`src/rtl/ps2_break_seq_if.sv`:
```
// ps2_break_seq_if: byte-in / key-event-out bundle for the PS2 make/break sequencer.
//   rx_done_tick, dout       : byte pulse and data from the PS2 receiver
//   code, brk_stb, make_stb  : key code and its release/press strobes toward the decoder
//   err_stb, err_cnt, busy   : framing/timeout error pulse, saturating count, prefix pending
interface ps2_break_seq_if;
  logic       rx_done_tick;
  logic [7:0] dout;
  logic [7:0] code;
  logic       brk_stb;
  logic       make_stb;
  logic       err_stb;
  logic [7:0] err_cnt;
  logic       busy;
  modport master (output rx_done_tick, dout, input code, brk_stb, make_stb, err_stb, err_cnt, busy);
  modport slave  (input rx_done_tick, dout, output code, brk_stb, make_stb, err_stb, err_cnt, busy);
endinterface

```
`src/rtl/ps2_break_seq.sv`:
```
// ps2_break_seq: make/break framing sequencer between the PS2 byte receiver and the scan-code decoder.
//   clk   : system clock, rising edge
//   reset : asynchronous, active-low
//   bus   : ps2_break_seq_if.slave (byte input, code/strobes/error count/busy outputs)
//   PS2_EXT_FILTER_EN : when defined, extended (E0-prefixed) make/break keys load no code and raise no strobe
module ps2_break_seq #(
  parameter int TIMEOUT_CYC = 2_000_000,
  parameter int CNT_W       = 21
) (
  input logic            clk,
  input logic            reset,
  ps2_break_seq_if.slave bus
);
  typedef enum logic [1:0] {IDLE, BRK, EXT, EXT_BRK} state_t;
  localparam logic [7:0] F0 = 8'hF0;
  localparam logic [7:0] E0 = 8'hE0;
  state_t           state;
  logic [CNT_W-1:0] timer;
  logic             is_f0, is_e0, tmo, err_ev;
  assign is_f0    = bus.dout == F0;
  assign is_e0    = bus.dout == E0;
  assign tmo      = state != IDLE && timer == CNT_W'(TIMEOUT_CYC - 1);
  // A byte arriving in the timeout cycle takes priority, so the timeout only counts without a tick.
  assign err_ev   = bus.rx_done_tick ? ((state == BRK && is_e0) || (state == EXT_BRK && (is_f0 || is_e0)))
                                     : tmo;
  assign bus.busy = state != IDLE;
  always_ff @(posedge clk or negedge reset) begin
    if (!reset) begin
      state        <= IDLE;
      timer        <= '0;
      bus.code     <= 8'h00;
      bus.brk_stb  <= 1'b0;
      bus.make_stb <= 1'b0;
      bus.err_stb  <= 1'b0;
      bus.err_cnt  <= 8'h00;
    end else begin
      bus.brk_stb  <= 1'b0;
      bus.make_stb <= 1'b0;
      bus.err_stb  <= err_ev;
      if (err_ev && bus.err_cnt != 8'hFF) bus.err_cnt <= bus.err_cnt + 8'd1;
      if (bus.rx_done_tick) begin
        timer <= '0;
        case (state)
          IDLE:
            if (is_f0) state <= BRK;
            else if (is_e0) state <= EXT;
            else begin
              bus.code     <= bus.dout;
              bus.make_stb <= 1'b1;
            end
          BRK:
            if (is_e0) state <= EXT;
            else if (!is_f0) begin
              bus.code    <= bus.dout;
              bus.brk_stb <= 1'b1;
              state       <= IDLE;
            end
          EXT:
            if (is_f0) state <= EXT_BRK;
            else if (!is_e0) begin
`ifdef PS2_EXT_FILTER_EN
`else
              bus.code     <= bus.dout;
              bus.make_stb <= 1'b1;
`endif
              state <= IDLE;
            end
          EXT_BRK: begin
            if (!is_f0 && !is_e0) begin
`ifdef PS2_EXT_FILTER_EN
`else
              bus.code    <= bus.dout;
              bus.brk_stb <= 1'b1;
`endif
            end
            state <= IDLE;
          end
        endcase
      end else if (state != IDLE) begin
        if (tmo) begin
          state <= IDLE;
          timer <= '0;
        end else timer <= timer + 1'b1;
      end
    end
  end
endmodule

```
`src/flat_wrapper.sv`:
```
// flat-port wrapper written by rule: the top's interface ports become plain ports
module ps2_break_seq_flat 
#(
  parameter int TIMEOUT_CYC = 2_000_000,
  parameter int CNT_W       = 21
)
  (clk, reset, bus_rx_done_tick, bus_dout, bus_code, bus_brk_stb, bus_make_stb, bus_err_stb, bus_err_cnt, bus_busy);
  ps2_break_seq_if bus_i ();
  input logic clk;
  input logic reset;
  input wire logic [$bits(bus_i.rx_done_tick)-1:0] bus_rx_done_tick;
  input wire logic [$bits(bus_i.dout)-1:0] bus_dout;
  output wire logic [$bits(bus_i.code)-1:0] bus_code;
  output wire logic [$bits(bus_i.brk_stb)-1:0] bus_brk_stb;
  output wire logic [$bits(bus_i.make_stb)-1:0] bus_make_stb;
  output wire logic [$bits(bus_i.err_stb)-1:0] bus_err_stb;
  output wire logic [$bits(bus_i.err_cnt)-1:0] bus_err_cnt;
  output wire logic [$bits(bus_i.busy)-1:0] bus_busy;
  assign bus_i.rx_done_tick = bus_rx_done_tick;
  assign bus_i.dout = bus_dout;
  assign bus_code = bus_i.code;
  assign bus_brk_stb = bus_i.brk_stb;
  assign bus_make_stb = bus_i.make_stb;
  assign bus_err_stb = bus_i.err_stb;
  assign bus_err_cnt = bus_i.err_cnt;
  assign bus_busy = bus_i.busy;
  ps2_break_seq #(.TIMEOUT_CYC(TIMEOUT_CYC), .CNT_W(CNT_W)) u_core (.clk(clk), .reset(reset), .bus(bus_i));
endmodule
```
`config.mk`:
```
export PLATFORM = sky130hd
export DESIGN_NAME = ps2_break_seq_flat
export DESIGN_NICKNAME = d
export VERILOG_FILES = /design/src/rtl/ps2_break_seq_if.sv /design/src/rtl/ps2_break_seq.sv /design/src/flat_wrapper.sv
export SDC_FILE = /design/constraint.sdc
export NUM_CORES = 1
export LEC_CHECK = 0
export ABC_AREA = 1
export CORE_ASPECT_RATIO = 0.5
export CORE_MARGIN = 1
export CORE_UTILIZATION = 55
export CTS_CLUSTER_SIZE = 25
export DETAILED_ROUTE_END_ITERATION = 16
export MAX_ROUTING_LAYER = met4
export PLACE_DENSITY = 0.84
export SETUP_SLACK_MARGIN = 0.15
export SLEW_MARGIN = 0
export SYNTH_ARGS = -nofsm -noshare
export SYNTH_HDL_FRONTEND = slang
export SYNTH_SLANG_ARGS = --single-unit
```
`constraint.sdc`:
```
create_clock -name clk -period 1.6 [get_ports clk]
set_input_delay 0.16 -clock clk [delete_from_list [all_inputs] [get_ports clk]]
set_output_delay 0.16 -clock clk [all_outputs]
set_load 0.02 [all_outputs]
```
* Word level (Yosys, flattened, before mapping) *
Cells that the tools add are included.

operators by class
  add/sub/neg operators = 2
  eq/ne operators = 15
  mux-type cells = 29
  reductions and logical operators = 16

operators with widths
  cell                                                    number
  two-way mux 21 bit                                      3
  two-way mux 8 bit                                       5
  case mux 8 bit (3 select lines)                         1
  adder 21 x 1 -> 21 bit (second input constant)          1
  equality test 21 bit (second input constant)            1
  two-way mux 2 bit                                       9
  equality test 8 bit (second input constant)             2
  inequality test 2 bit (second input constant)           5
  two-way mux 1 bit                                       9
  adder 8 x 1 -> 8 bit (second input constant)            1
  inequality test 8 bit (second input constant)           1
  case mux 2 bit (4 select lines)                         1
  AND reduction 6 bit                                     1
  nonzero test 2 bit                                      3
  logical AND 1 bit                                       5
  AND reduction 5 bit                                     1
  equality test 2 bit (second input constant)             2
  inequality test 4 x 2 -> 1 bit (second input constant)  1
  inequality test 4 x 3 -> 1 bit (second input constant)  1
  inequality test 4 bit (second input constant)           1
  equality test 2 x 1 -> 1 bit (second input constant)    1
  zero test 1 bit                                         2
  zero test 2 bit                                         1
  logical OR 1 bit                                        2
  2 further kinds                                         2

word-level totals
  register bits after elaboration = 42
  input port bits = 11
  logic and storage cells = 69

* Longest topological paths before layout *
  depth in word-level cells = 6
  mapped depth = 10
  depth with buffers taken out = 10

* Worst setup path before layout *
Ideal clock, no wire load.

  kind = flip-flop to flip-flop
  from = reg u_core.bus.err_cnt[0]
  to = reg u_core.bus.err_cnt[6]
  setup time = 120 ps
  arrival time = 1346 ps
  setup slack = 134 ps
  stages on the path, launching flop included = 8
  buffers on the path = 0
  clock period less this slack = 1466 ps
  path through = dfrtp_1 > ha_1 > nand3_1 > nor2_1 > nand2_1 > nand3_4 > nand2_1 > nand2_1

between the ends
  longest elaborated chain between the ends = 2
  elaborated cells on any way between the ends = 3

ends and longest elaborated chain
  item                                                                          RTL line                RTL
  start: declaration                                                            ps2_break_seq_if.sv:15  modport slave (input rx_done_tick, dout, output code, brk_stb, make_stb, err_stb, err_cnt, busy);
  start signal: assignment                                                      ps2_break_seq.sv:40     if (err_ev && bus.err_cnt != 8'hFF) bus.err_cnt <= bus.err_cnt + 8'd1;
  parallel branches: the longest is 2 deep, another holds adder 8 x 1 -> 8 bit  --

Several ways; the timed one is not identified.
A chain may end at the register's enable or synchronous reset.

* Worst setup path in the final report *
  from = reg u_core.timer[0]
  to = reg u_core.timer[16]

between the ends
  longest elaborated chain between the ends = 5
  elaborated cells on any way between the ends = 6

ends and longest elaborated chain
  item                                                                            RTL line             RTL
  start: declaration                                                              ps2_break_seq.sv:18  logic [CNT_W-1:0] timer;
  start signal: assignment                                                        ps2_break_seq.sv:83  end else timer <= timer + 1'b1;
  parallel branches: the longest is 2 deep, another holds adder 21 x 1 -> 21 bit  --
  two-way mux 21 bit (*)                                                          ps2_break_seq.sv:80  if (tmo) begin
  two-way mux 21 bit (*)                                                          ps2_break_seq.sv:79  end else if (state != IDLE) begin
  two-way mux 21 bit (*)                                                          ps2_break_seq.sv:41  if (bus.rx_done_tick) begin

Mark *: on every way between the ends. The select of a mux whose other input is x is not followed.

==> impl_metrics.csv <==
group,metric,value,unit
critical_path,end_kind,"flip-flop",
clocking,clockBufferDepth,2,
grt,antenna_found_initial,0,
timing,min_period,1.69,ns
critical_path,cp_data_required_time,1.80,ns
clocking,cts-buffers-inserted,5,
timing,skew,0.0210,ns
floorplan,pin_count,31,
critical_path,crit_path_frequent_cell,"nand2_1",
detailed_routing,drt_iter0_drc,354,
yosys,syn_nets,329,
placement,dpl.cell_count,417,
critical_path,worstPathArrival,1.89,ns
detailed_routing,ant_nets,0,
floorplan,dieArea,0.00456,mm²
power,vdd_drop_max,0.600,mV
yosys,synth_warnings,0,
critical_path,path_class,"reg2reg",
detailed_routing,wire_per_inst,17.3,µm
clocking,clkTransAtPathRegs,0.10,ns
yosys,syn_area,0.00235,mm²
yosys,synth_area_leaders,"dfrtp_1 (45%), nand2_1 (15%), nor2_1 (7.7%), inv_1 (5.3%), nand4_1 (4.5%)",
timing,drv_slew,0,
critical_path,path_max_fanout,3,
layout,fin_nets,399,
placement,placed_cell_area,0.00285,mm²
critical_path,startpoint_type,"flip-flop",
timing,min_period_over_period,1.06,
run,drv_cap,0,
clocking,insertion_delay,0.31,ns
placement,dp_hpwl,4000,µm
timing,layout_setup_ws,-0.0939,ns
yosys,ys_seq_area_frac,0.447,
power,p_per_area,787,mW/mm²
placement,gp_congestion,0.958,
yosys,ys_top_cells_by_count,"nand2_1 (93), nor2_1 (48), dfrtp_1 (42)",
timing,setup_viol,11,
yosys,avgSynthCellArea,7.44,µm²
grt,grt_pass1_wl,9580,µm
outcome,failed_checks,"setup timing",
layout,area_growth,42.8,%
grt,grt-ovfl-total,0,
timing,maxSlewHeadroom,0.750,
layout,seqCellArea,0.00105,mm²
timing,finalHoldViolCount,0,
yosys,ys.flop_type,"dfrtp_1",
layout,antenna_cells,0,
critical_path,max_stage_delay,0.43,ns
clocking,cts_sinks,42,
yosys,synth_top_area_frac,0.447,
timing,fmax,590,MHz
placement,portBuffers,30,
yosys,synth_enable_flop_cells,0,
yosys,yosysTopAreaCell,"dfrtp_1",
detailed_routing,wl,7630,µm
yosys,netlist_instances,316,
yosys,async_flop_share,1.00,
clocking,cts_root_buf,"clkbuf_8",
critical_path,slowest_stage,"dfrtp_1",
floorplan,fp.dieW,94.5,µm
outcome,outcome,"finished, violations left",
yosys,synth.most_common_cell,"nand2_1",
critical_path,path_cells,"ha_4, inv_2, nor2_4, nand3b_4, buf_4, nor3_4, nand2_1, nand2_1, a21oi_1",
clocking,tritoncts,"built",
power,finalPower,2.64,mW
floorplan,rows,16,
floorplan,die-height,48.2,µm
grt,grt_max_degree,16,
floorplan,start_util,0.587,
detailed_routing,viasPerCell,5.87,
detailed_routing,drt_pre_antenna_iters,7,
timing,worst_pin_slew,0.374,ns
layout,instances_no_fill,441,
layout,fillers,212,
grt,grt_use_total,0.295,
detailed_routing,post-route-drc-count,0,
layout,drive_above_1_share,0.287,
grt,grt_pass1_vias,2194,
detailed_routing,route.vias.total,2587,
yosys,ys_ff_latch,42,
power,p_leak,1.68,nW
floorplan,core_area,0.00400,mm²
yosys,synth_cell_types,27,
clocking,htree_levels,2,
min_path,hold_class,"in2async",
timing,rsz0062_at_grt,"true",
layout,multi_input_area,0.00137,mm²
timing,tns,-0.207,ns
layout,design_area,0.00336,mm²
[power breakdown]
| part | leakage (nW) | switching [mW] | internal, mW |
|---|---|---|---|
| registers | 0.557 | 0.103 | 1.14 |
| clock network | 0.0472 | 0.404 | 0.348 |
| logic | 1.08 | 0.376 | 0.275 |
[worst max-delay path, delay by kind of cell (launching register included)]
kind                     cells  cell delay (ns)
AO/OA/AOI/OAI                1             0.08
adder cells (fa/ha/maj)      1             0.19
buffers and inverters        2             0.21
flip-flops                   1             0.43
AND/OR/NAND/NOR              5             0.67
[placed cells by master, fill, tap and decap left out, types with 5 or more instances in the layout]
cell              n
nand3_1          14
inv_1            31
nor2_4           12
nand2_2          10
nand2_1          83
buf_6             7
nor2_1           36
o21ai_1           7
nor2_2            8
clkbuf_8          6
dlygate4sd2_1     7
a21oi_1           8
dlymetal6s2s_1    8
buf_4            26
inv_2             8
clkdlybuf4s50_1  13
nand4_1          17
nand2_4           5
dfrtp_1          39
[final timing paths]
kind / startpoint / endpoint / slack (ns) / cells after the start
setup / recovery: u_core.timer[0]$_DFFE_PN0P_ / u_core.timer[16]$_DFFE_PN0P_ / -0.09 / 9
hold / removal: reset / u_core.bus.code[5]$_DFFE_PN0P_ / 0.28 / 2
setup reg to reg: u_core.timer[0]$_DFFE_PN0P_ / u_core.timer[16]$_DFFE_PN0P_ / -0.09 / 9
hold reg to reg: u_core.bus.code[0]$_DFFE_PN0P_ / u_core.bus.code[0]$_DFFE_PN0P_ / 0.50 / 2
max in group asynchronous: reset / u_core.state[1]$_DFFE_PN0P_ / 0.75 / 3
min in group clk: bus_dout[2] / u_core.bus.code[2]$_DFFE_PN0P_ / 0.46 / 3
[per-stage QoR]
stage               hold WS, ns  worst slack, ns  utilization
floorplan                -0.136            0.203            -
global placement         0.0616          -0.0529        0.713
detailed placement       0.0729           -0.133        0.713
CTS                       0.282           0.0678        0.775
global route              0.315           -0.151        0.839
finish                    0.276          -0.0939        0.839
[metal layers]
metal | wire length [µm] | track usage | up-vias
met4 | 530 | 0.142 | 0
met1 | 2820 | 0.328 | 1168
met2 | 3460 | 0.529 | 204
met5 | 0 | - | -
met3 | 816 | 0.0701 | 70
li1 | - | - | 1145
[area by class of cell]
type	count	share of cell area
Clock inverter	2	0.00373
Timing Repair Buffer	65	0.182
Tap cell	54	0.0201
Multi-Input combinational cell	231	0.408
Sequential cell	42	0.314
Clock buffer	6	0.0246
Inverter	41	0.0473
[cells by family after synthesis]
logic type / synth area share
fa+ha+maj: 0.0106
buf+inv: 0.0766
flops: 0.447
compound gates: 0.0447
simple gates: 0.399
xor+xnor: 0.0223
[registers in the layout, indices dropped and copies added, names as in the netlist]
name and flops:
u_core.bus.brk_stb 1, u_core.timer 21, u_core.bus.make_stb 1, u_core.bus.code 8
u_core.state 2, u_core.bus.err_stb 1, u_core.bus.err_cnt 8
[repair_timing]
| item | in CTS | in global routing |
|---|---|---|
| endpoints found under the hold margin | 12 | 0 |
| setup buffers | 4 | 10 |
| hold buffers | 1 | 0 |
| gates cloned | 1 | 0 |
| pin swaps | 10 | 19 |
| gates resized for setup | 35 | 50 |
| setup endpoints to repair | 38 | 44 |
Note: power is estimated with default switching activity, not from simulation.
